File: config.mk
export PLATFORM = sky130hd
export DESIGN_NAME = fifo_access_scheduler
export DESIGN_NICKNAME = d
export VERILOG_FILES = /design/src/rtl/fifo_sched_pkg.sv /design/src/rtl/rr_arbiter2.sv /design/src/rtl/fifo_access_scheduler.sv
export SDC_FILE = /design/constraint.sdc
export NUM_CORES = 1
export LEC_CHECK = 0
export ABC_AREA = 1
export ABC_CLOCK_PERIOD_IN_PS = 3800
export CORE_AREA = 2 2 52 54
export CTS_CLUSTER_DIAMETER = 100
export DETAILED_ROUTE_END_ITERATION = 7
export DIE_AREA = 0 0 54 56
export MAX_ROUTING_LAYER = met4
export PLACE_DENSITY = 0.82
export SLEW_MARGIN = 20
export SYNTH_ARGS = -nofsm -noshare
export SYNTH_HDL_FRONTEND = slang
export SYNTH_SLANG_ARGS = --single-unit
File: constraint.sdc
create_clock -name clock -period 3.8 [get_ports clock]
set_clock_uncertainty 0.2 [all_clocks]
set_input_delay 0.76 -clock clock [delete_from_list [all_inputs] [get_ports clock]]
set_output_delay 0.76 -clock clock [all_outputs]
set_load 0.02 [all_outputs]
File: src/rtl/fifo_sched_pkg.sv
// Shared build-time constants and types for the FIFO access scheduler.
// DEPTH must match the FIFO instance that the scheduler drives.
package fifo_sched_pkg;

  localparam int DATA_WIDTH = 8;
  localparam int DEPTH      = 4;
  localparam int MAX_BURST  = 2;
  localparam int LEVEL_W    = $clog2(DEPTH + 1);

  typedef enum logic [1:0] {
    IDLE = 2'd0,
    POP  = 2'd1,
    HOLD = 2'd2
  } rd_state_e;

endpackage

File: src/rtl/rr_arbiter2.sv
// Two-producer round-robin arbiter with a burst limit for the FIFO write port.
// Grant only moves while the FIFO can accept, so a full FIFO freezes arbitration.
module rr_arbiter2
  import fifo_sched_pkg::*;
(
  input  logic       clock,
  input  logic       reset_n,
  input  logic [1:0] req_valid,
  input  logic       can_write,
  output logic       grant,
  output logic [1:0] ready,
  output logic       write
);

  localparam int BURST_W = $clog2(MAX_BURST + 1);

  logic               grant_q, grant_d;
  logic [BURST_W-1:0] burst_cnt_q, burst_cnt_d;
  logic               own_valid, other_valid, burst_done, toggle;

  always_comb begin
    ready       = {grant_q & can_write, ~grant_q & can_write};
    own_valid   = req_valid[grant_q];
    other_valid = req_valid[~grant_q];
    write       = own_valid & can_write;
    // this write is the one that brings the burst count up to the limit
    burst_done  = write & (burst_cnt_q >= BURST_W'(MAX_BURST - 1));
    toggle      = can_write & other_valid & (~own_valid | burst_done);

    grant_d     = grant_q ^ toggle;
    burst_cnt_d = burst_cnt_q;
    if (toggle) begin
      burst_cnt_d = '0;
    end else if (write && (burst_cnt_q < BURST_W'(MAX_BURST))) begin
      burst_cnt_d = burst_cnt_q + BURST_W'(1);
    end
  end

  always_ff @(posedge clock or negedge reset_n) begin
    if (!reset_n) begin
      grant_q     <= 1'b0;
      burst_cnt_q <= '0;
    end else begin
      grant_q     <= grant_d;
      burst_cnt_q <= burst_cnt_d;
    end
  end

  assign grant = grant_q;

endmodule

File: src/rtl/fifo_access_scheduler.sv
// Arbitrates two producers onto a shared FIFO write port and drains the read port
// one byte at a time into a registered valid/ready output stage.
module fifo_access_scheduler
  import fifo_sched_pkg::*;
(
  input  logic                  clock,
  input  logic                  reset_n,
  input  logic                  req0_valid,
  input  logic [DATA_WIDTH-1:0] req0_data,
  output logic                  req0_ready,
  input  logic                  req1_valid,
  input  logic [DATA_WIDTH-1:0] req1_data,
  output logic                  req1_ready,
  output logic                  fifo_write_en,
  output logic [DATA_WIDTH-1:0] fifo_data_in,
  output logic                  fifo_read_en,
  input  logic [DATA_WIDTH-1:0] fifo_data_out,
  input  logic                  fifo_full,
  input  logic                  fifo_empty,
  output logic                  out_valid,
  output logic [DATA_WIDTH-1:0] out_data,
  input  logic                  out_ready,
  output logic [LEVEL_W-1:0]    level
);

  rd_state_e             state_q, state_d;
  logic [LEVEL_W-1:0]    level_q, level_d;
  logic                  out_valid_q, out_valid_d;
  logic [DATA_WIDTH-1:0] out_data_q, out_data_d;
  logic                  can_write, grant, write, data_avail;
  logic [1:0]            ready;

  assign can_write  = (level_q < LEVEL_W'(DEPTH)) & ~fifo_full;
  assign data_avail = (level_q != '0) & ~fifo_empty;

  rr_arbiter2 u_arb (
    .clock     (clock),
    .reset_n   (reset_n),
    .req_valid ({req1_valid, req0_valid}),
    .can_write (can_write),
    .grant     (grant),
    .ready     (ready),
    .write     (write)
  );

  assign req0_ready    = ready[0];
  assign req1_ready    = ready[1];
  assign fifo_write_en = write;
  assign fifo_data_in  = grant ? req1_data : req0_data;

  always_comb begin
    state_d      = state_q;
    out_valid_d  = out_valid_q;
    out_data_d   = out_data_q;
    fifo_read_en = 1'b0;
    case (state_q)
      IDLE: begin
        if (data_avail) state_d = POP;
      end
      POP: begin
        // read data is only valid during the strobe, so capture it here
        fifo_read_en = 1'b1;
        out_data_d   = fifo_data_out;
        out_valid_d  = 1'b1;
        state_d      = HOLD;
      end
      HOLD: begin
        if (out_ready) begin
          out_valid_d = 1'b0;
          state_d     = data_avail ? POP : IDLE;
        end
      end
      default: state_d = IDLE;
    endcase
  end

  always_comb begin
    level_d = level_q;
    case ({write, fifo_read_en})
      2'b10:   level_d = level_q + LEVEL_W'(1);
      2'b01:   level_d = level_q - LEVEL_W'(1);
      default: level_d = level_q;
    endcase
  end

  always_ff @(posedge clock or negedge reset_n) begin
    if (!reset_n) begin
      state_q     <= IDLE;
      level_q     <= '0;
      out_valid_q <= 1'b0;
      out_data_q  <= '0;
    end else begin
      state_q     <= state_d;
      level_q     <= level_d;
      out_valid_q <= out_valid_d;
      out_data_q  <= out_data_d;
    end
  end

  assign out_valid = out_valid_q;
  assign out_data  = out_data_q;
  assign level     = level_q;

endmodule

---- Word-level counts from Yosys, hierarchy flattened ----
Cells that the tools add are included.
operators by class
  equality and inequality tests ........... 6
  add/sub/neg operators ................... 3
  reduce and logical (&&, ||, !) cells .... 8
  multiplexer cells ....................... 15
  $lt $le $gt $ge ......................... 5
  bitwise logic cells ..................... 14
operator list
  operator                                                            count
  bitwise AND 1 bit                                                   8
  two-way mux 2 bit                                                   4
  two-way mux 8 bit                                                   1
  two-way mux 1 bit                                                   7
  one-hot mux 2 bit (3 select lines)                                  1
  one-hot mux 3 bit (2 select lines)                                  1
  nonzero test 2 bit                                                  3
  == test 2 x 1 -> 1 bit (second input constant)                      2
  == test 2 bit (second input constant)                               2
  less-than comparator 1 x 2 -> 1 bit (second input constant)         2
  inequality test 2 bit (second input constant)                       2
  NOT 1 bit                                                           4
  AND reduction 2 bit                                                 2
  adder 3 x 1 -> 3 bit (second input constant)                        1
  less-than comparator 3 bit (second input constant)                  1
  nonzero test 3 bit                                                  1
  subtractor 3 x 1 -> 3 bit (second input constant)                   1
  adder 2 x 1 -> 2 bit (second input constant)                        1
  greater-or-equal comparator 2 x 1 -> 1 bit (second input constant)  1
  zero test 2 bit                                                     1
  less-than comparator 2 bit (second input constant)                  1
  one-hot mux 1 bit (2 select lines)                                  1
  logical AND 1 bit                                                   1
  bitwise OR 1 bit                                                    1
  XOR 1 bit                                                           1
storage, ports and cells
  output and inout bits ................... 24
  bits in registers ....................... 17
  input bits .............................. 31
  word-level logic and storage cells ...... 57

---- Logic depth before layout (Yosys ltp) ----
Gate-level depths: netlist of run 1.
  depth in word-level cells ............... 7
  depth in mapped cells ................... 11
  gate-level depth less buffers ........... 11

---- Modules after synthesis ----
A second synthesis of run 1 with hierarchy kept.
second synthesis, totals
  cells, all modules ...................... 113
  area total of the unflattened synthesis .. 925.9 um2
by module, submodules not included
  module                 area each (um2)  cells each  instances  seq. area each (um2)
  fifo_access_scheduler  709.4            79          1          350.3
  rr_arbiter2            216.5            34          1          75.1

---- Worst setup path before layout of run 1 ----
No wires, ideal clock.
  path kind ............................... input port to flip-flop
  start ................................... input port req1_valid
  end ..................................... register level_q[2], in the netlist level[2]
  data arrival time ....................... 1900 ps
  setup time .............................. 79 ps
  stages on the path ...................... 10
  setup slack ............................. 1621 ps
  required time ........................... 3521 ps
  buffers on the path ..................... 0
  cells stage by stage .................... nand2_1 > nand2_4 > nand2_1 > ha_1 > inv_2 > fa_1 > nor2_1 > nor2_1 > nand2_1 > xor2_1
on the way
  longest elaborated chain between the ends .. 5
  elaborated cells between the ends (all ways) .. 7
  classes of those cells .................. eq/ne: 2; mux: 3; bitwise: 1; reduce/logical: 1
RTL lines
  what                                                                      line                         RTL
  start, declared                                                           fifo_access_scheduler.sv:11  input logic req1_valid,
  two-way mux 1 bit (not written as such) * (2 in series)                   rr_arbiter2.sv:23            own_valid = req_valid[grant_q];
  bitwise AND 1 bit *                                                       rr_arbiter2.sv:25            write = own_valid & can_write;
  == test 2 x 1 -> 1 bit or == test 2 bit (tied branches)                   fifo_access_scheduler.sv:79  case ({write, fifo_read_en})
  one-hot mux 3 bit (2 select lines) or nonzero test 2 bit (tied branches)  n/a
  end signal, assigned                                                      fifo_access_scheduler.sv:94  level_q <= level_d;
  end, declared                                                             fifo_access_scheduler.sv:27  logic [LEVEL_W-1:0] level_q, level_d;
Every way passes the cells marked *; elsewhere a longest branch is shown, timed or not. The select of a mux whose other input is x is not followed.
A chain may end at the register's enable or synchronous reset.

---- Worst setup path in the final report of run 1 ----
  start ................................... input port req1_valid
  end ..................................... output port fifo_write_en
on the way
  longest elaborated chain between the ends .. 3
RTL lines
  what                                                   line                         RTL
  two-way mux 1 bit (not written as such) (2 in series)  rr_arbiter2.sv:23
  bitwise AND 1 bit                                      rr_arbiter2.sv:25
  end, declared                                          fifo_access_scheduler.sv:14  output logic fifo_write_en,
No other way between the ends. The select of a mux whose other input is x is not followed.

==> summary.md, run 1 <==
| Metric | Value |
|---|---|
| Diodes inserted | 0 |
| Maxcap violations | 0 |
| Hold EP | out_data[5] |
| Crit path launch type | input pin |
| Slew HR | 50.6% |
| Hold depth | 2 |
| # rows | 18 |
| HPWL after DPL | 1.95 mm |
| P per Cell Area | 757 mW/mm² |
| Measured slew at the worst slew-check pin | 0.739 ns |
| Fin cells | 212 |
| Initial antenna violation count | 0 |
| I/O pins | 55 |
| Worst setup EP type | output port |
| CTS sink cnt | 17 |
| Post-CTS Resized | 0 |
| Dpl cells | 208 |
| Syn_area_per_cell | 7.43 µm² |
| Die area | 0.00302 mm² |
| Final Power | 1.16 mW |
| Die Height | 56 µm |
| Clk_lat worst skew | 0.28 ns |
| Core area | 0.00243 mm² |
| Reg2Reg Depth | 11 |
| Fillers | 225 |
| Multi-input logic area | 440 µm² |
| Routed Antenna Nets | 0 |
| CTS buffer count | 3 |
| Leakage Power | 0.749 nW |
| Slew Limit Fails | 0 |
| RSZ-0062 raised after global routing | no |
| Worst-path clk slew | 0.09 ns |
| GPL Wtd Cong | 0.741 |
| Gr ovfl total | 0 |
| Routed wire per std cell | 11.3 µm |
| Final setup violation count | 0 |
| Fmax | 0.316 GHz |
| Worst R2R End | level[2] |
| Vias in the first global route | 951 |
| Root buffer cell | clkbuf_4 |
| Clock tree buffer depth | 2 |
| Worst VDD drop | 0.484 mV |
| R2r startpoint | u_arb.grant |
| Crit Path Class | input pin to output port |
| Syn. warnings | 0 |
| TritonRoute pass-1 iters | 4 |
| Setup TNS | 0 ns |
| Worst R2R Setup Slack | 1.38 ns |
| # nets final | 217 |
| First-pass GRT wire length | 4.04 mm |
| Final wirelength | 2.40 mm |
| Fraction of layout cells with a size suffix above 1 | 10.4% |
| Chip Width | 54 µm |
| Slowest cell on the critical path | clkdlybuf4s50_1 |
| Register bit total from synthesis | 17 |
| Setup Buffers After CTS | 0 |
| I/O Buffers | 54 |
| Min-delay worst type | register to register |
| Htree depth | 1 |
| Crit path max fanout | 5 |
| Routed vias | 970 |
| Synthesized area | 943 µm² |
| Hold buffer count at CTS | 0 |
| HP Start | out_data[5] |
| Final Cycle Share | 83.4% |
| Post-route minimum period | 3.17 ns |
| Register area share after synthesis | 45.1% |
| Cell Chain, Critical Path | clkdlybuf4s50_1, nand2_1, nand2_4, nand2_1, inv_2, clkdlybuf4s50_1 |
| Initial Util | 38.8% |
| Avg Vias per Cell | 4.58 |
| DRC | 0 |
| Tot GR Track Use | 17.8% |
| Hold Fails Final Rpt | 0 |
| CTS tree | done |
| Yosys cell types | 22 |
| Worst Path Arrival | 2.21 ns |
| DRT iter0 DRCs | 16 |
| Mapped Cells | 127 |
| Area Growth Syn to Fin | 62.2% |
| Register area | 425 µm² |
| Outcome | complete, no violations |
| Largest net degree at the start of global routing | 18 |
| Crit-path max cell delay | 0.59 ns |
| Req. time, crit path | 2.84 ns |
| Post-synthesis net count | 161 |
## cell type report
type,instances,area share [%]
well taps,30,2.45
multi-input cells,91,28.8
repair buffers,54,35.3
clock buffers,4,1.72
inverters,16,3.92
flip-flops and latches,17,27.8
## cells by family (layout without fill, tap and decap cells)
kind of cell / count (synthesis) / after routing / share of synthesized area [%]
compound gates: 5 / 5 / 3.32
fa+ha+maj: 3 / 3 / 4.77
xor+xnor: 2 / 2 / 1.86
buf+inv: 19 / 74 / 8.22
simple gates: 81 / 81 / 36.7
flops: 17 / 17 / 45.1
## sequential cells by signal, indices dropped and copies added (netlist names)
signal / flops
level: 3
out_data: 8
out_valid: 1
state_q: 2
u_arb.burst_cnt_q: 2
u_arb.grant: 1
## synthesized netlist by cell type, drive strengths merged
cell type  number  area [µm²]
fa              1        20.0
xnor2           1        8.76
nor3            2        10.0
dfrtp          17         425
xor2            1        8.76
ha              2        25.0
a21oi           1        8.76
nand2          67         272
nor2            7        38.8
buf             3        17.5
o21ai           3        15.0
o21a            1        7.51
nand4           1        6.26
inv            16        60.1
nand3           4        20.0
## routing by layer
metal | vias to the layer above | global-route usage (%) | wire (µm)
li1 | 493 | - | -
met1 | 444 | 20.2 | 970
met3 | 2 | 2.42 | 195
met5 | - | - | 0
met2 | 31 | 31.0 | 1210
met4 | 0 | 6.43 | 25
## per-stage QoR
step           utilization [%]  hold WS (ns)  cell area, µm²  worst slack (ns)
3_3_place_gp              61.8         0.259            1500             0.658
6_report                  62.9         0.277            1530             0.633
5_1_grt                   62.9         0.314            1530             0.567
3_5_place_dp              61.8         0.257            1500             0.634
2_1_floorplan                -         0.264             943              1.62
4_1_cts                   62.9         0.280            1530             0.625
## placed cells by master, fill, tap and decap left out, drive strengths merged
cell / n
a21oi: 1
clkbuf: 4
clkdlybuf4s50: 54
dfrtp: 17
fa: 1
ha: 2
inv: 16
nand2: 67
nand3: 4
nand4: 1
nor2: 7
nor3: 2
o21a: 1
o21ai: 3
xnor2: 1
xor2: 1
## critical path, delay by kind of cell
| kind | cells | cell delay [ns] |
|---|---|---|
| buffers and inverters | 3 | 1.13 |
| AND/OR/NAND/NOR | 3 | 0.31 |
## report_power, final
part           internal [mW]  switching, mW  total [mW]
clock                 0.0407         0.0533      0.0940
sequential             0.271         0.0753       0.346
combinational          0.324          0.394       0.718
total                  0.635          0.523        1.16
## how the worst max path moves through the flow
| stage | slack, ns | to | cells past startpoint | startpoint |
|---|---|---|---|---|
| after floorplan | 1.62 | level[2] | 10 | req1_valid |
| after global placement | 0.66 | fifo_write_en | 6 | req1_valid |
| after detailed placement | 0.63 | fifo_write_en | 6 | req1_valid |
| after CTS | 0.62 | fifo_write_en | 6 | req1_valid |
| after global routing | 0.57 | fifo_write_en | 6 | req0_valid |
| final | 0.63 | fifo_write_en | 6 | req1_valid |
(Power assumes the default switching activity.)
==> run 2: changes to the inputs <==
--- a/config.mk
+++ b/config.mk
@@ -6,13 +6,13 @@
 export NUM_CORES = 1
 export LEC_CHECK = 0
 export ABC_AREA = 1
-export ABC_CLOCK_PERIOD_IN_PS = 3800
-export CORE_AREA = 2 2 52 54
+export ABC_CLOCK_PERIOD_IN_PS = 2900
+export CORE_AREA = 2 2 57 59
 export CTS_CLUSTER_DIAMETER = 100
 export DETAILED_ROUTE_END_ITERATION = 7
-export DIE_AREA = 0 0 54 56
+export DIE_AREA = 0 0 59 61
 export MAX_ROUTING_LAYER = met4
-export PLACE_DENSITY = 0.82
+export PLACE_DENSITY = 0.72
 export SLEW_MARGIN = 20
 export SYNTH_ARGS = -nofsm -noshare
 export SYNTH_HDL_FRONTEND = slang
==> constraint.sdc (replaced) <==
create_clock -name clock -period 2.9 [get_ports clock]
set_clock_uncertainty 0.2 [all_clocks]
set_input_delay 0.58 -clock clock [delete_from_list [all_inputs] [get_ports clock]]
set_output_delay 0.58 -clock clock [all_outputs]
set_load 0.02 [all_outputs]
==> run 2 against run 1 <==
  * Sequential power up 32%
  * Clock-buffer cell count unchanged
  * First-iteration DRC count up 120%
  * Die area up 19%
  * Worst setup slack worse by 0.52 ns
  * Sequential share of layout area down 0.34 points
==> summary.md, run 2 (same netlist as run 1, synthesis figures left out) <==
| Metric | Value |
|---|---|
| I/O pins | 55 |
| Initial Util | 31.9% |
| Die area | 0.00360 mm² |
| Avg Vias per Cell | 4.34 |
| DRT iter0 DRCs | 35 |
| Final wirelength | 2.30 mm |
| Slew Limit Fails | 0 |
| DRC | 0 |
| CTS sink cnt | 17 |
| Clock tree buffer depth | 2 |
| Crit path launch type | input pin |
| Req. time, crit path | 2.12 ns |
| Tot GR Track Use | 13.7% |
| Root buffer cell | clkbuf_4 |
| Area Growth Syn to Fin | 64.2% |
| Routed vias | 942 |
| Hold Fails Final Rpt | 0 |
| Routed wire per std cell | 10.6 µm |
| Chip Width | 59 µm |
| Fmax | 0.358 GHz |
| Setup TNS | 0 ns |
| TritonRoute pass-1 iters | 4 |
| CTS tree | done |
| Worst setup EP type | output port |
| Design Area, Final | 0.00155 mm² |
| Number of flip-flops under the largest register name | 8 |
| Diodes inserted | 0 |
| GPL Wtd Cong | 0.765 |
| Outcome | complete, no violations |
| Slew HR | 50.5% |
| Final Cycle Share | 96.2% |
| Commonest cells after routing, fill and taps aside | 61 x nand2_1, 54 x clkdlybuf4s50_1, 17 x dfrtp_1 |
| Slowest cell on the critical path | clkdlybuf4s50_1 |
| Clk_lat worst skew | 0.28 ns |
| Dpl cells | 213 |
| Maxcap violations | 0 |
| Initial antenna violation count | 0 |
| First-pass GRT wire length | 3.68 mm |
| Crit-path max cell delay | 0.60 ns |
| Min-delay worst type | register to register |
| Largest net degree at the start of global routing | 18 |
| I/O Buffers | 54 |
| Fraction of layout cells with a size suffix above 1 | 11.4% |
| Post-CTS Resized | 0 |
| Htree depth | 1 |
| Pre-CTS WS | 0.101 ns |
| # nets final | 219 |
| Commonest non-fill, non-tap cell in the layout | nand2_1 |
| Leakage Power | 0.759 nW |
| P per Cell Area | 985 mW/mm² |
| Cell Chain, Critical Path | clkdlybuf4s50_1, nand2_1, nand2_4, nand2_1, inv_2, clkdlybuf4s50_1 |
| Fillers | 303 |
| RSZ-0062 raised after global routing | no |
| # rows | 20 |
| Gr ovfl total | 0 |
| Worst Path Arrival | 2.01 ns |
| Vias in the first global route | 901 |
| Crit Path Class | input pin to output port |
| Post-route minimum period | 2.79 ns |
| Fin cells | 217 |
| CTS buffer count | 3 |
| Hold buffer count at CTS | 0 |
| R2r startpoint | u_arb.grant |
| Crit path max fanout | 5 |
| Die Height | 61 µm |
| WHS | 0.282 ns |
| Worst-path clk slew | 0.09 ns |
| Final setup violation count | 0 |
| Routed Antenna Nets | 0 |
| Setup Buffers After CTS | 0 |
| HP Start | out_data[6] |
| Core area | 0.00295 mm² |
| Worst Setup SP | req1_valid |
| Measured slew at the worst slew-check pin | 0.740 ns |
| Worst VDD drop | 0.351 mV |
| HPWL after DPL | 1.88 mm |
| Placed Area | 0.00152 mm² |
| Setup WS post-layout | 0.110 ns |
## run 2: changes by cell type in the layout (fill, tap and decap cells not counted), sizes merged
cell / change
buf: +2
## run 2: through the flow
step | utilization (%) | power [mW]
CTS | 52.5 | 1.54
finish | 52.5 | 1.53
floorplan | - | 1.00
global route | 52.5 | 1.64
global placement | 51.6 | 1.39
detailed placement | 51.6 | 1.42
## run 2: worst max-delay path: cells and delay by family
| kind | cells | cell delay, ns |
|---|---|---|
| and+or+nand+nor | 3 | 0.29 |
| buffers and inverters | 3 | 1.13 |
## run 2: path summary, 6_finish.rpt
path	cells after the start	to	slack (ns)
worst max-delay path	6	fifo_write_en	0.11
min in group asynchronous	1	level[2]	0.53
max in group asynchronous	1	out_data[0]	1.51
worst min register to register	2	out_data[6]	0.28
worst min-delay path	2	out_data[6]	0.28
worst max register to register	11	level[2]	0.69
## run 2: cell type report
class | count | area (µm²) | share of cell area, %
timing repair buffer | 56 | 556 | 35.9
multi-input combinational | 91 | 440 | 28.4
sequential | 17 | 425 | 27.5
inverter | 16 | 60.1 | 3.88
tap | 33 | 41.3 | 2.67
clock buffer | 4 | 26.3 | 1.70
## run 2: report_power, final
part / internal, mW / total, mW / switching [mW]
Clock: 0.0533 / 0.123 / 0.0696
Combinational: 0.438 / 0.949 / 0.511
Sequential: 0.355 / 0.455 / 0.100
## run 2: metal layers
| metal | track usage [%] | wire (µm) | vias to the layer above |
|---|---|---|---|
| li1 | - | - | 494 |
| met1 | 16.4 | 965 | 430 |
| met2 | 23.7 | 1250 | 16 |
| met3 | 1.49 | 64 | 2 |
| met4 | 4.87 | 22 | 0 |
| met5 | - | 0 | - |
